$ cat config.mk
export PLATFORM = sky130hd
export DESIGN_NAME = uart_tx
export DESIGN_NICKNAME = d
export VERILOG_FILES = /design/src/rtl/uart_tx.sv
export SDC_FILE = /design/constraint.sdc
export NUM_CORES = 1
export LEC_CHECK = 0
export ABC_AREA = 1
export ABC_CLOCK_PERIOD_IN_PS = 2600
export CORE_UTILIZATION = 60
export CTS_CLUSTER_DIAMETER = 80
export CTS_CLUSTER_SIZE = 8
export DETAILED_ROUTE_END_ITERATION = 6
export PLACE_DENSITY = 0.9
export SKIP_LAST_GASP = 1
export SYNTH_ARGS = -nofsm -noshare
export SYNTH_HDL_FRONTEND = slang
export SYNTH_SLANG_ARGS = --single-unit
$ cat constraint.sdc
create_clock -name CLK -period 2.6 [get_ports CLK]
set_clock_uncertainty 0.2 [all_clocks]
set_input_delay 0.39 -clock CLK [delete_from_list [all_inputs] [get_ports CLK]]
set_output_delay 0.39 -clock CLK [all_outputs]
set_load 0.02 [all_outputs]
$ cat src/rtl/uart_tx.sv
// uart_tx: 8N1 serial transmitter fed by a small power-of-two byte FIFO.
// A byte offered with tx_valid/tx_ready lands in the FIFO. The frame engine
// pulls bytes out of the FIFO and sends them back to back with no idle
// cycles between frames.
module uart_tx #(
  parameter int unsigned CLKS_PER_BIT = 217,
  parameter int unsigned FIFO_DEPTH   = 4
) (
  input  logic       CLK,
  input  logic       RESET,
  input  logic [7:0] tx_data,
  input  logic       tx_valid,
  output logic       tx_ready,
  output logic       TXD,
  output logic       busy
);

  localparam int unsigned AW    = $clog2(FIFO_DEPTH);
  localparam int unsigned CW    = AW + 1;
  localparam int unsigned CNT_W = 16;

  localparam logic [CNT_W-1:0] CNT_LAST  = CNT_W'(CLKS_PER_BIT - 1);
  localparam logic [CW-1:0]    FIFO_FULL = CW'(FIFO_DEPTH);

  typedef enum logic [1:0] {
    IDLE  = 2'd0,
    START = 2'd1,
    DATA  = 2'd2,
    STOP  = 2'd3
  } state_e;

  state_e           state_q;
  logic [CNT_W-1:0] cnt_q;
  logic [2:0]       bit_idx_q;
  logic [7:0]       shift_q;
  logic             txd_q;
  logic             busy_q;

  logic [7:0]       mem_q [FIFO_DEPTH];
  logic [AW-1:0]    wr_ptr_q;
  logic [AW-1:0]    rd_ptr_q;
  logic [CW-1:0]    count_q;
  logic [CW-1:0]    count_d;

  logic             fifo_empty;
  logic             fifo_full;
  logic             bit_end;
  logic             push;
  logic             pop;
  logic             busy_d;

  // Ready is gated by RESET so nothing can be accepted while reset is held.
  assign tx_ready = ~fifo_full & ~RESET;
  assign TXD      = txd_q;
  assign busy     = busy_q;

  // FIFO handshake, pop timing and next occupancy.
  always_comb begin
    fifo_empty = (count_q == '0);
    fifo_full  = (count_q == FIFO_FULL);
    bit_end    = (cnt_q == CNT_LAST);
    push       = tx_valid & tx_ready;
    pop        = ~fifo_empty &
                 ((state_q == IDLE) | ((state_q == STOP) & bit_end));
    count_d    = count_q;
    if (push && !pop) begin
      count_d = count_q + CW'(1);
    end else if (pop && !push) begin
      count_d = count_q - CW'(1);
    end
    // Next cycle is busy unless the engine will be idle with an empty FIFO.
    busy_d = pop | (count_d != '0) |
             ((state_q != IDLE) & ~((state_q == STOP) & bit_end));
  end

  // FIFO storage; writes are already blocked during reset through tx_ready.
  always_ff @(posedge CLK) begin
    if (push) begin
      mem_q[wr_ptr_q] <= tx_data;
    end
  end

  // Frame engine, FIFO pointers and registered outputs.
  always_ff @(posedge CLK) begin
    if (RESET) begin
      state_q   <= IDLE;
      cnt_q     <= '0;
      bit_idx_q <= '0;
      shift_q   <= '0;
      txd_q     <= 1'b1;
      busy_q    <= 1'b0;
      wr_ptr_q  <= '0;
      rd_ptr_q  <= '0;
      count_q   <= '0;
    end else begin
      count_q <= count_d;
      busy_q  <= busy_d;
      if (push) begin
        wr_ptr_q <= wr_ptr_q + AW'(1);
      end
      if (pop) begin
        rd_ptr_q <= rd_ptr_q + AW'(1);
      end

      case (state_q)
        IDLE: begin
          cnt_q     <= '0;
          bit_idx_q <= '0;
          txd_q     <= 1'b1;
          if (pop) begin
            shift_q <= mem_q[rd_ptr_q];
            txd_q   <= 1'b0;
            state_q <= START;
          end
        end

        START: begin
          if (bit_end) begin
            cnt_q     <= '0;
            bit_idx_q <= '0;
            txd_q     <= shift_q[0];
            state_q   <= DATA;
          end else begin
            cnt_q <= cnt_q + CNT_W'(1);
          end
        end

        DATA: begin
          if (bit_end) begin
            cnt_q <= '0;
            if (bit_idx_q == 3'd7) begin
              txd_q   <= 1'b1;
              state_q <= STOP;
            end else begin
              bit_idx_q <= bit_idx_q + 3'd1;
              shift_q   <= {1'b0, shift_q[7:1]};
              txd_q     <= shift_q[1];
            end
          end else begin
            cnt_q <= cnt_q + CNT_W'(1);
          end
        end

        STOP: begin
          if (bit_end) begin
            cnt_q     <= '0;
            bit_idx_q <= '0;
            if (pop) begin
              shift_q <= mem_q[rd_ptr_q];
              txd_q   <= 1'b0;
              state_q <= START;
            end else begin
              txd_q   <= 1'b1;
              state_q <= IDLE;
            end
          end else begin
            cnt_q <= cnt_q + CNT_W'(1);
          end
        end

        default: begin
          state_q <= IDLE;
          txd_q   <= 1'b1;
          cnt_q   <= '0;
        end
      endcase
    end
  end

endmodule

# Word level (Yosys, flattened, before mapping)
# Memory sizes are Yosys's and may differ from the RTL's. A register that Yosys moved wholly into a read port is not among the register bits.
# Cells that the tools add are included.
# op_classes
add_sub_neg,6
eq_ne,13
mux,30
bitwise_logic,12
reduce_logical,15
# op_table
cell,n
8-bit 2-to-1 mux,4
16-bit case mux with 2 select lines,1
8-bit case mux with 3 select lines,1
"16-bit by 1-bit adder with 16-bit output, second input constant",1
"16-bit by 8-bit equality test with 1-bit output, second input constant",1
16-bit 2-to-1 mux,1
3-bit 2-to-1 mux,5
2-bit 2-to-1 mux,7
"2-bit != test, second input constant",6
3-bit case mux with 3 select lines,1
1-bit 2-to-1 mux,8
2-bit case mux with 4 select lines,1
"3-bit by 1-bit adder with 3-bit output, second input constant",2
"3-bit equality test, second input constant",2
3-bit AND reduction,2
3-bit nonzero test,2
1-bit AND,5
5-bit AND reduction,1
"2-bit by 1-bit adder with 2-bit output, second input constant",2
"2-bit equality test, second input constant",2
1-bit NOT,4
1-bit case mux with 4 select lines,1
4-bit AND reduction,1
3-bit zero test,1
other kinds (10),14
# totals
ff_bits,38
ram_bits,32
input_bits,11
output_inout_bits,3
mem_count,1
# memory_table
memory,words,word_bits,read_ports,rd_clocked_by_memory_dff,write_ports,line,source
mem_q,4,8,1,1,1,39,logic [7:0] mem_q [FIFO_DEPTH];

# Logic depth before layout (Yosys ltp)
# Gate-level depths: netlist of run 1.
# depth
word_depth,11
mapped_depth,15
ltp_nobuf,15

# Worst setup path before layout of run 1
# Ideal clock, no wire load.
# synth_timing
path_type,register to register
startpoint,register count_q[0]
endpoint,"memory mem_q[0][0], enable pin"
setup_time_ns,0.371
arrival_ns,1.669
t_required_ns,2.029
setup_slack_ns,0.360
path_stages_with_launch,7
path_buffers,1
synth_period_minus_slack_ns,2.240
cell_sequence,dfxtp_1 inv_1 ha_1 a21oi_1 nand2_1 buf_2 nor2_1
# synth_between
elab_chain_len,6
# synth_rtl
element,line,source
from (decl),42,logic [CW-1:0] count_q;
from (signal assigned),96,count_q <= count_d;
3-bit equality test,60,fifo_full = (count_q == FIFO_FULL);
1-bit NOT,53,assign tx_ready = ~fifo_full & ~RESET;
1-bit AND,53,
named net tx_ready,13,"output logic tx_ready,"
1-bit AND,62,push = tx_valid & tx_ready;
1-bit 2-to-1 mux,78,if (push) begin
1-bit 2-to-1 mux (not written as such),79,mem_q[wr_ptr_q] <= tx_data;
to (decl),39,
# The timed path passes the listed nets, and every way through them passes these cells.

# Worst setup path after layout of run 1
# layout_timing
startpoint,register count_q[0]
endpoint,output port tx_ready
# layout_between
elab_chain_len,3
# layout_rtl
element,line
3-bit equality test,60
1-bit NOT,53
1-bit AND,53
to (decl),13
# No other way between the ends.

==> results.md, run 1 <==
- Seq/Total Area, Yosys: 53.48%
- Storage cell area: 0.001762 sq mm
- #FFs+latches synth: 72
- YS warnings: 0
- Status: completed
- Worst vdd ir: 0.0005738 V
- Distinct cells, synth: 33
- Max-Cap Viols: 0
- Post-Syn Nets: slightly below 400
- First-pass DRT Iterations: 4
- Drt initial violations: approximately 180
- Buffers on Ports: 13
- RR Endpoint: state_q[0]$_SDFFE_PP0P_
- Setup Fix Bufs, Post-CTS: 0
- Mapped cell area: around 0.0033 sq mm
- Via-to-Cell Ratio: 5.451
- Tightest Hold Check Type: reg2reg
- Highest Clock Rate: 416.1 MHz
- PD cells: approximately 940 mW/mm^2
- Clock net sink count: 72
- Clk slew on worst S/H paths: 70 ps
- Routability congestion estimate: 0.8090
- Final Cycle Share: 92.42%
- Reg2reg path depth: 8
- Pins Over Slew Limit: 0
- CTS tree: done
- Cell Rows: 26
- CTS Hold Bufs: 0
- RSZ-0062 raised after global routing: no
- Power Total: approximately 3.5 mW
- Core Area: approximately 0.0052 sq mm
- Initial antenna violation count: 0
- R2R Path Start: state_q[0]$_SDFFE_PP0P_
- Worst-margin pin slew: 536.0 ps
- R2R setup slack: 500 ps
- Via Count: 2540
- Die X: around 76 um
- PnR worst setup slack: a little under 200 ps
- Final hold vios: 0
- CP Capture Point: tx_ready
- Sum Neg Setup Slack: 0 ps
- Max_slew headroom: a little under two thirds
- Die Ht: 76.10 um
- Area grow syn2layout: 12.88%
- Crit path DAT: roughly 1800 ps
- Layout cells sized above 1: under 10%
- Nets@finish: between 400 and 500
- Overflow after GRT: 0
- Die area: 0.005791 sq mm
- Startpoint Class: flop
- DR WL/cell: 13.30 um
- First-pass GRT wire length: just over 10000 um
- Ant diodes: 0
- Clock buffer depth: 2
- Ports: 14
- Number of global-route vias before repair: approximately 2400
- Crit. Startpoint: count_q[0]$_SDFF_PP0_
- Detailed-route wire length: 6199 um
- Pre-CTS setup slack: about 400 ps
- Total CTS buffers: 9
- Tmin final: around 2400 ps
- Instance count of the mapped netlist: 367
- Clock latency on the worst-skew pair: approximately 350 ps
- ANT nets after route: 0
- Worst EP required: 2010 ps
- Largest net degree at the start of global routing: 17
- Final setup fails: 0
- Total GRT Usage: roughly a quarter
- Cell chosen for the clock root: clkbuf_8
- Drc violations: 0
- P_leak: 1.454 nW
- Starting Density: 63.29%
- Footprint of the multi-input gates: around 0.0013 sq mm
- Post_cts resized: 0
- Highest net fanout along the worst path: 3
- H-tree depth: 3
- Syn avg cell area: between 8 and 9 sq um
- Critical path class: reg2out
- Fill cell count: 380
- DP HPWL: 4215 um
- CP endpoint kind: output pin
==> flip-flops by register name, summed over array words and instances (netlist names), named ones only <==
signal     cells
mem_q         32
state_q        2
bit_idx_q      3
wr_ptr_q       2
count_q        3
busy           1
TXD            1
shift_q        8
cnt_q         16
rd_ptr_q       2
==> layout make-up <==
| class | count | share of cell area [%] |
|---|---|---|
| flip-flops and latches | 72 | 47.38 |
| multi-input cells | 238 | 35.23 |
| inverters | 50 | 5.047 |
| clock buffers | 11 | 3.533 |
| repair buffers | 20 | 4.913 |
| well taps | 70 | 2.355 |
| clock inverters | 5 | 1.548 |
==> per-layer routing <==
layer  track usage, %  part of all wire, %
met2            41.27                   51
met1            25.39                   43
met3            5.988                  4.2
met5                0                    0
met4            12.88                  2.1
==> synthesized netlist by cell type <==
library cell   n  area share, %
edfxtp_1      32             29
nand2_2        3           0.57
clkbuf_1       5           0.57
nor3_4         1           0.49
nand3b_1       1           0.23
inv_1         47            5.4
o21ai_1        1           0.15
nand4_1        3           0.57
a21oi_1       28            4.3
nor3_1         3           0.46
nand2_4        2           0.68
o22ai_1        7            1.3
inv_2          2           0.23
o21ai_0       35            5.3
buf_2          1           0.15
nand3_4        1           0.53
nand3_1       14            2.1
a21oi_2        1           0.27
a211oi_2       1           0.38
nand2_1       54            6.2
o31ai_1        2           0.46
nand3_2        2           0.61
buf_6          1           0.34
a221oi_1       1           0.27
nor2_2         2           0.38
nor2_1        49            5.6
ha_1          17            6.5
clkinv_1       1           0.11
o211ai_1       2           0.46
nor3b_1        2           0.46
a32oi_1        2           0.53
dfxtp_1       40             24
xor2_1         4            1.1
==> power by group <==
part	switching, mW	total [mW]	internal, mW
Sequential	0.0911	1.42	1.33
Combinational	0.791	1.23	0.435
Clock	0.406	0.848	0.441
Total	1.29	3.49	2.20
==> critical path, cell delays in order (launching register included) <==
cell	delay [ps]
dfxtp_1	350
inv_1	90
ha_1	230
a21oi_1	170
clkdlybuf4s50_1	630
==> metrics by stage <==
step	util [%]	instance area [sq um]	hold slack, ps	std cells
after global routing	71.44	3719	269.8	466
after global placement	67.81	3530	235.5	450
final	71.44	3719	257.0	466
after floorplan	-	3294	223.8	367
after detailed placement	67.81	3530	246.2	450
after CTS	71.44	3719	256.7	466
==> layout by cell type (no fill, tap or decap), drive strengths merged <==
cell and instances:
nor3 4, a32oi 2, xor2 4, a211oi 1, nand3 17, buf 7
o22ai 7, a221oi 1, bufinv 1, inv 49, clkbuf 11, o31ai 2
nor2 51, dfxtp 40, nand3b 1, nand4 3, clkinv 2, o211ai 2
clkdlybuf4s50 13, edfxtp 32, nor3b 2, a21oi 29, o21ai 36, ha 17
nand2 59, clkinvlp 3
==> cells by family after synthesis <==
| family | after synthesis | share of synthesized area, % |
|---|---|---|
| flip-flops | 72 | 53.48 |
| AND/OR/NAND/NOR | 137 | 18.84 |
| adder cells (fa/ha/maj) | 17 | 6.456 |
| buffers and inverters | 57 | 6.760 |
| AO/OA/AOI/OAI | 80 | 13.41 |
| XOR/XNOR | 4 | 1.063 |
==> worst min-delay path by stage <==
stage | start | end | slack [ps] | cells after the start
6_report | shift_q[0]$_SDFFE_PP0P_ | shift_q[0]$_SDFFE_PP0P_ | 260 | 2
5_1_grt | shift_q[0]$_SDFFE_PP0P_ | shift_q[0]$_SDFFE_PP0P_ | 270 | 2
4_1_cts | shift_q[0]$_SDFFE_PP0P_ | shift_q[0]$_SDFFE_PP0P_ | 260 | 2
3_5_place_dp | shift_q[0]$_SDFFE_PP0P_ | shift_q[0]$_SDFFE_PP0P_ | 250 | 2
3_3_place_gp | shift_q[2]$_SDFFE_PP0P_ | shift_q[2]$_SDFFE_PP0P_ | 240 | 2
2_1_floorplan | shift_q[0]$_SDFFE_PP0P_ | shift_q[0]$_SDFFE_PP0P_ | 220 | 2
Note: power is estimated with default switching activity, not from simulation.
==> inputs of run 2 (changes only) <==
--- a/config.mk
+++ b/config.mk
@@ -16,3 +16,4 @@
 export SYNTH_ARGS = -nofsm -noshare
 export SYNTH_HDL_FRONTEND = slang
 export SYNTH_SLANG_ARGS = --single-unit
+export TNS_END_PERCENT = 20
==> results of run 2 <==
Same layout as run 1: the final DEF is identical, and so are final timing and power.
==> inputs of run 3 (changes only) <==
--- a/config.mk
+++ b/config.mk
@@ -6,12 +6,12 @@
 export NUM_CORES = 1
 export LEC_CHECK = 0
 export ABC_AREA = 1
-export ABC_CLOCK_PERIOD_IN_PS = 2600
-export CORE_UTILIZATION = 60
+export ABC_CLOCK_PERIOD_IN_PS = 2150
+export CORE_UTILIZATION = 54
 export CTS_CLUSTER_DIAMETER = 80
 export CTS_CLUSTER_SIZE = 8
 export DETAILED_ROUTE_END_ITERATION = 6
-export PLACE_DENSITY = 0.9
+export PLACE_DENSITY = 0.86
 export SKIP_LAST_GASP = 1
 export SYNTH_ARGS = -nofsm -noshare
 export SYNTH_HDL_FRONTEND = slang
==> constraint.sdc (replaced) <==
create_clock -name CLK -period 2.15 [get_ports CLK]
set_clock_uncertainty 0.2 [all_clocks]
set_input_delay 0.3225 -clock CLK [delete_from_list [all_inputs] [get_ports CLK]]
set_output_delay 0.3225 -clock CLK [all_outputs]
set_load 0.02 [all_outputs]
==> run 3 against run 2 <==
Net effect:
- combinational power is 23% higher
- sequential cell count stayed put
- die area is 11% higher
- sequential share of layout area is 0.33 points lower
- register-to-register slack worse by 330 ps
- utilization is 7.8 points lower
- non-clock buffer count is 2 higher
- sequential power is 20% higher
- worst hold slack worse by 3.8 ps
- cell area is 0.71% higher
- setup slack worse by 92 ps
- largest power group unchanged
==> results.md, run 3 (synthesis gave the netlist of run 1 again) <==
- Status: completed
- PD cells: 1141 mW/mm^2 (+21%)
- Clk slew on worst S/H paths: 80 ps (about the same)
- Crit path DAT: 1520 ps (-290 ps)
- Tmin final: 2045 ps
- R2R Path Start: cnt_q[0]$_SDFF_PP0_
- DR WL/cell: 13.25 um (-0.38%)
- Highest Clock Rate: approximately 500 MHz
- Setup Fix Bufs, Post-CTS: 0 (unchanged)
- Reg with most FFs: mem_q
- Die area: 0.006417 sq mm (+11%)
- Cell count after placement: 457 (+1.6%)
- Leading cell type in the layout, fill and taps excluded: nand2_1
- Routability congestion estimate: 0.7843 (-3.1%)
- Max reg flops: 32 (unchanged)
- Tightest Hold Check Type: reg2reg
- First-pass DRT Iterations: 4 (unchanged)
- Worst-margin pin slew: 455.7 ps (-80.27 ps)
- Via Count: 2469 (-2.8%)
- DP HPWL: 4422 um (+4.9%)
- P_sw: 1.595 mW (+24%)
- Met3 usage: 4.659% (-1.3 points)
- Total GRT Usage: 22.30% (-1.0 points)
- H-tree depth: 3 (unchanged)
- Logic gate share of total power: 35.3% (+0.2 points)
- Clock Power Share: 24.7% (+0.4 points)
- Clock latency on the worst-skew pair: 350 ps (about the same)
- Detailed-route wire length: 6268 um (+1.1%)
- Pre-CTS setup slack: 101.4 ps (-303.5 ps)
- Initial antenna violation count: 0 (unchanged)
- Cell Rows: 28 (+7.7%)
- Int Pwr: 2.678 mW (+21%)
- CP max stage delay: 360 ps (-270 ps)
- Sequential power share: 40.0% (-0.6 points)
- Final setup fails: 0 (unchanged)
- Switching share of total power: 37.32% (+0.43 points)
- Final Instance Count excl. Fillers: 473 (+1.5%)
- Worst EP required: 1630 ps (-380 ps)
- Cell class contributing the biggest share of worst-path delay: buffers and inverters
- CTS Hold Bufs: 0 (unchanged)
- Cell chosen for the clock root: clkbuf_8
- ANT nets after route: 0 (unchanged)
- P_leak: 1.467 nW (+0.88%)
- Crit. Startpoint: count_q[0]$_SDFF_PP0_
- Pins Over Slew Limit: 0 (unchanged)
- Buffers on Ports: 13 (unchanged)
- CP cell instances: inv_1 > ha_1 > a21oi_1 > dlygate4sd2_1
- Power Total: 4.273 mW (+22%)
- Nets@finish: 421 (+0.48%)
- Most frequent cells in the layout: nand2_1 (54), nor2_1 (49), inv_1 (47), dfxtp_1 (40), o21ai_0 (34)
- Via-to-Cell Ratio: 5.220 (-4.2%)
- Startpoint Class: flop
- Number of global-route vias before repair: 2479 (+2.1%)
- Die X: 80.11 um (+5.3%)
- Core Area: 0.005886 sq mm (+13%)
- GR Layer Usage met2: 40.26% (-1.0 points)
- Starting Density: 55.97% (-7.3 points)
- Hold Startpoint: shift_q[4]$_SDFFE_PP0P_
- Final hold vios: 0 (unchanged)
- Largest registers: mem_q: 32 flops, cnt_q: 16 flops, shift_q: 8 flops
- CTS tree: done
- Largest net degree at the start of global routing: 17 (unchanged)
- Slowest cell on the critical path: dfxtp_1
- Ports: 14 (unchanged)
- Sum Neg Setup Slack: 0 ps (unchanged)
- Max-Cap Viols: 0 (unchanged)
- PnR worst setup slack: 105.4 ps (-91.55 ps)
- M1 GR Usage: 24.10% (-1.3 points)
- Highest net fanout along the worst path: 3 (unchanged)
- First-pass GRT wire length: 10610 um (+2.1%)
- Clock net sink count: 72 (unchanged)
- Area grow syn2layout: 13.67%
- RSZ-0062 raised after global routing: yes
- Drc violations: 0 (unchanged)
- Buf/Inv on CP: 2 (unchanged)
- Overflow after GRT: 0 (unchanged)
- Top Usage Layer GRT: met2
- Ant diodes: 0 (unchanged)
- Die Ht: 80.11 um (+5.3%)
- Critical path class: reg2out
- Max_slew headroom: 69.59% (+5.6 points)
- Clock buffer depth: 2 (unchanged)
- Final Cycle Share: 95.10%
- CP endpoint kind: output pin
- Drt initial violations: 109 (-40%)
- Total CTS buffers: 9 (unchanged)
- Layout cells sized above 1: 10.05% (+0.96 points)
- Worst vdd ir: 0.0006520 V (+14%)
[run 3: cell count changes in the layout (fill, tap and decap cells not counted)]
cell / change
clkinvlp_2: +1
o21ai_1: +1
inv_6: +1
buf_4: +2
o21ai_0: -1
clkbuf_1: -2
clkdlybuf4s50_1: -1
dlygate4sd2_1: +1
[run 3: worst register-to-register path, delay by kind of cell, from the launching register on]
kind | cells | cell delay, ps
simple gates | 5 | 700
compound gates | 3 | 350
flops | 1 | 330
fa+ha+maj | 1 | 130
buf+inv | 2 | 170
[run 3: what timing repair did]
action / 4_1_cts / 5_1_grt
hold endpoints to repair: 0 / 0
resized for setup: 1 / 1
setup endpoints to repair: 1 / 4
[run 3: layout make-up]
class                   count  area, sq um
flip-flops and latches     72         1762
fillers                   454         2141
clock inverters             7        71.32
multi-input cells         238         1310
inverters                  50        187.7
repair buffers             22        196.4
well taps                  75        93.84
clock buffers               9        123.9
[run 3: layer usage]
metal | vias to the layer above | part of all wire, %
li1 | 1280 | -
met1 | 1155 | 44
met2 | 21 | 52
met3 | 13 | 2.3
met4 | 0 | 2.3
met5 | - | 0
[run 3: final timing paths]
check / endpoint / cells after the start / slack (ps)
max reg2reg: shift_q[0]$_SDFFE_PP0P_ / 11 / 170
max: tx_ready / 4 / 110
min: shift_q[4]$_SDFFE_PP0P_ / 2 / 250
min reg2reg: shift_q[4]$_SDFFE_PP0P_ / 2 / 250
[run 3: power by group through the flow]
stage | Clock, mW | Combinational (mW) | Sequential (mW)
floorplan | 0 | 1.13 | 1.74
CTS | 1.08 | 1.50 | 1.71
global route | 1.13 | 1.72 | 1.73
finish | 1.05 | 1.51 | 1.71
global placement | 0 | 1.40 | 1.73
detailed placement | 0 | 1.50 | 1.74
[run 3: per-stage QoR]
stage	cell area [sq um]	utilization, %	hold WS [ps]
after floorplan	3294	-	221.4
after global placement	3551	60.33	236.0
after detailed placement	3551	60.33	243.2
after CTS	3745	63.63	256.3
after global routing	3745	63.63	290.9
final	3745	63.63	253.2
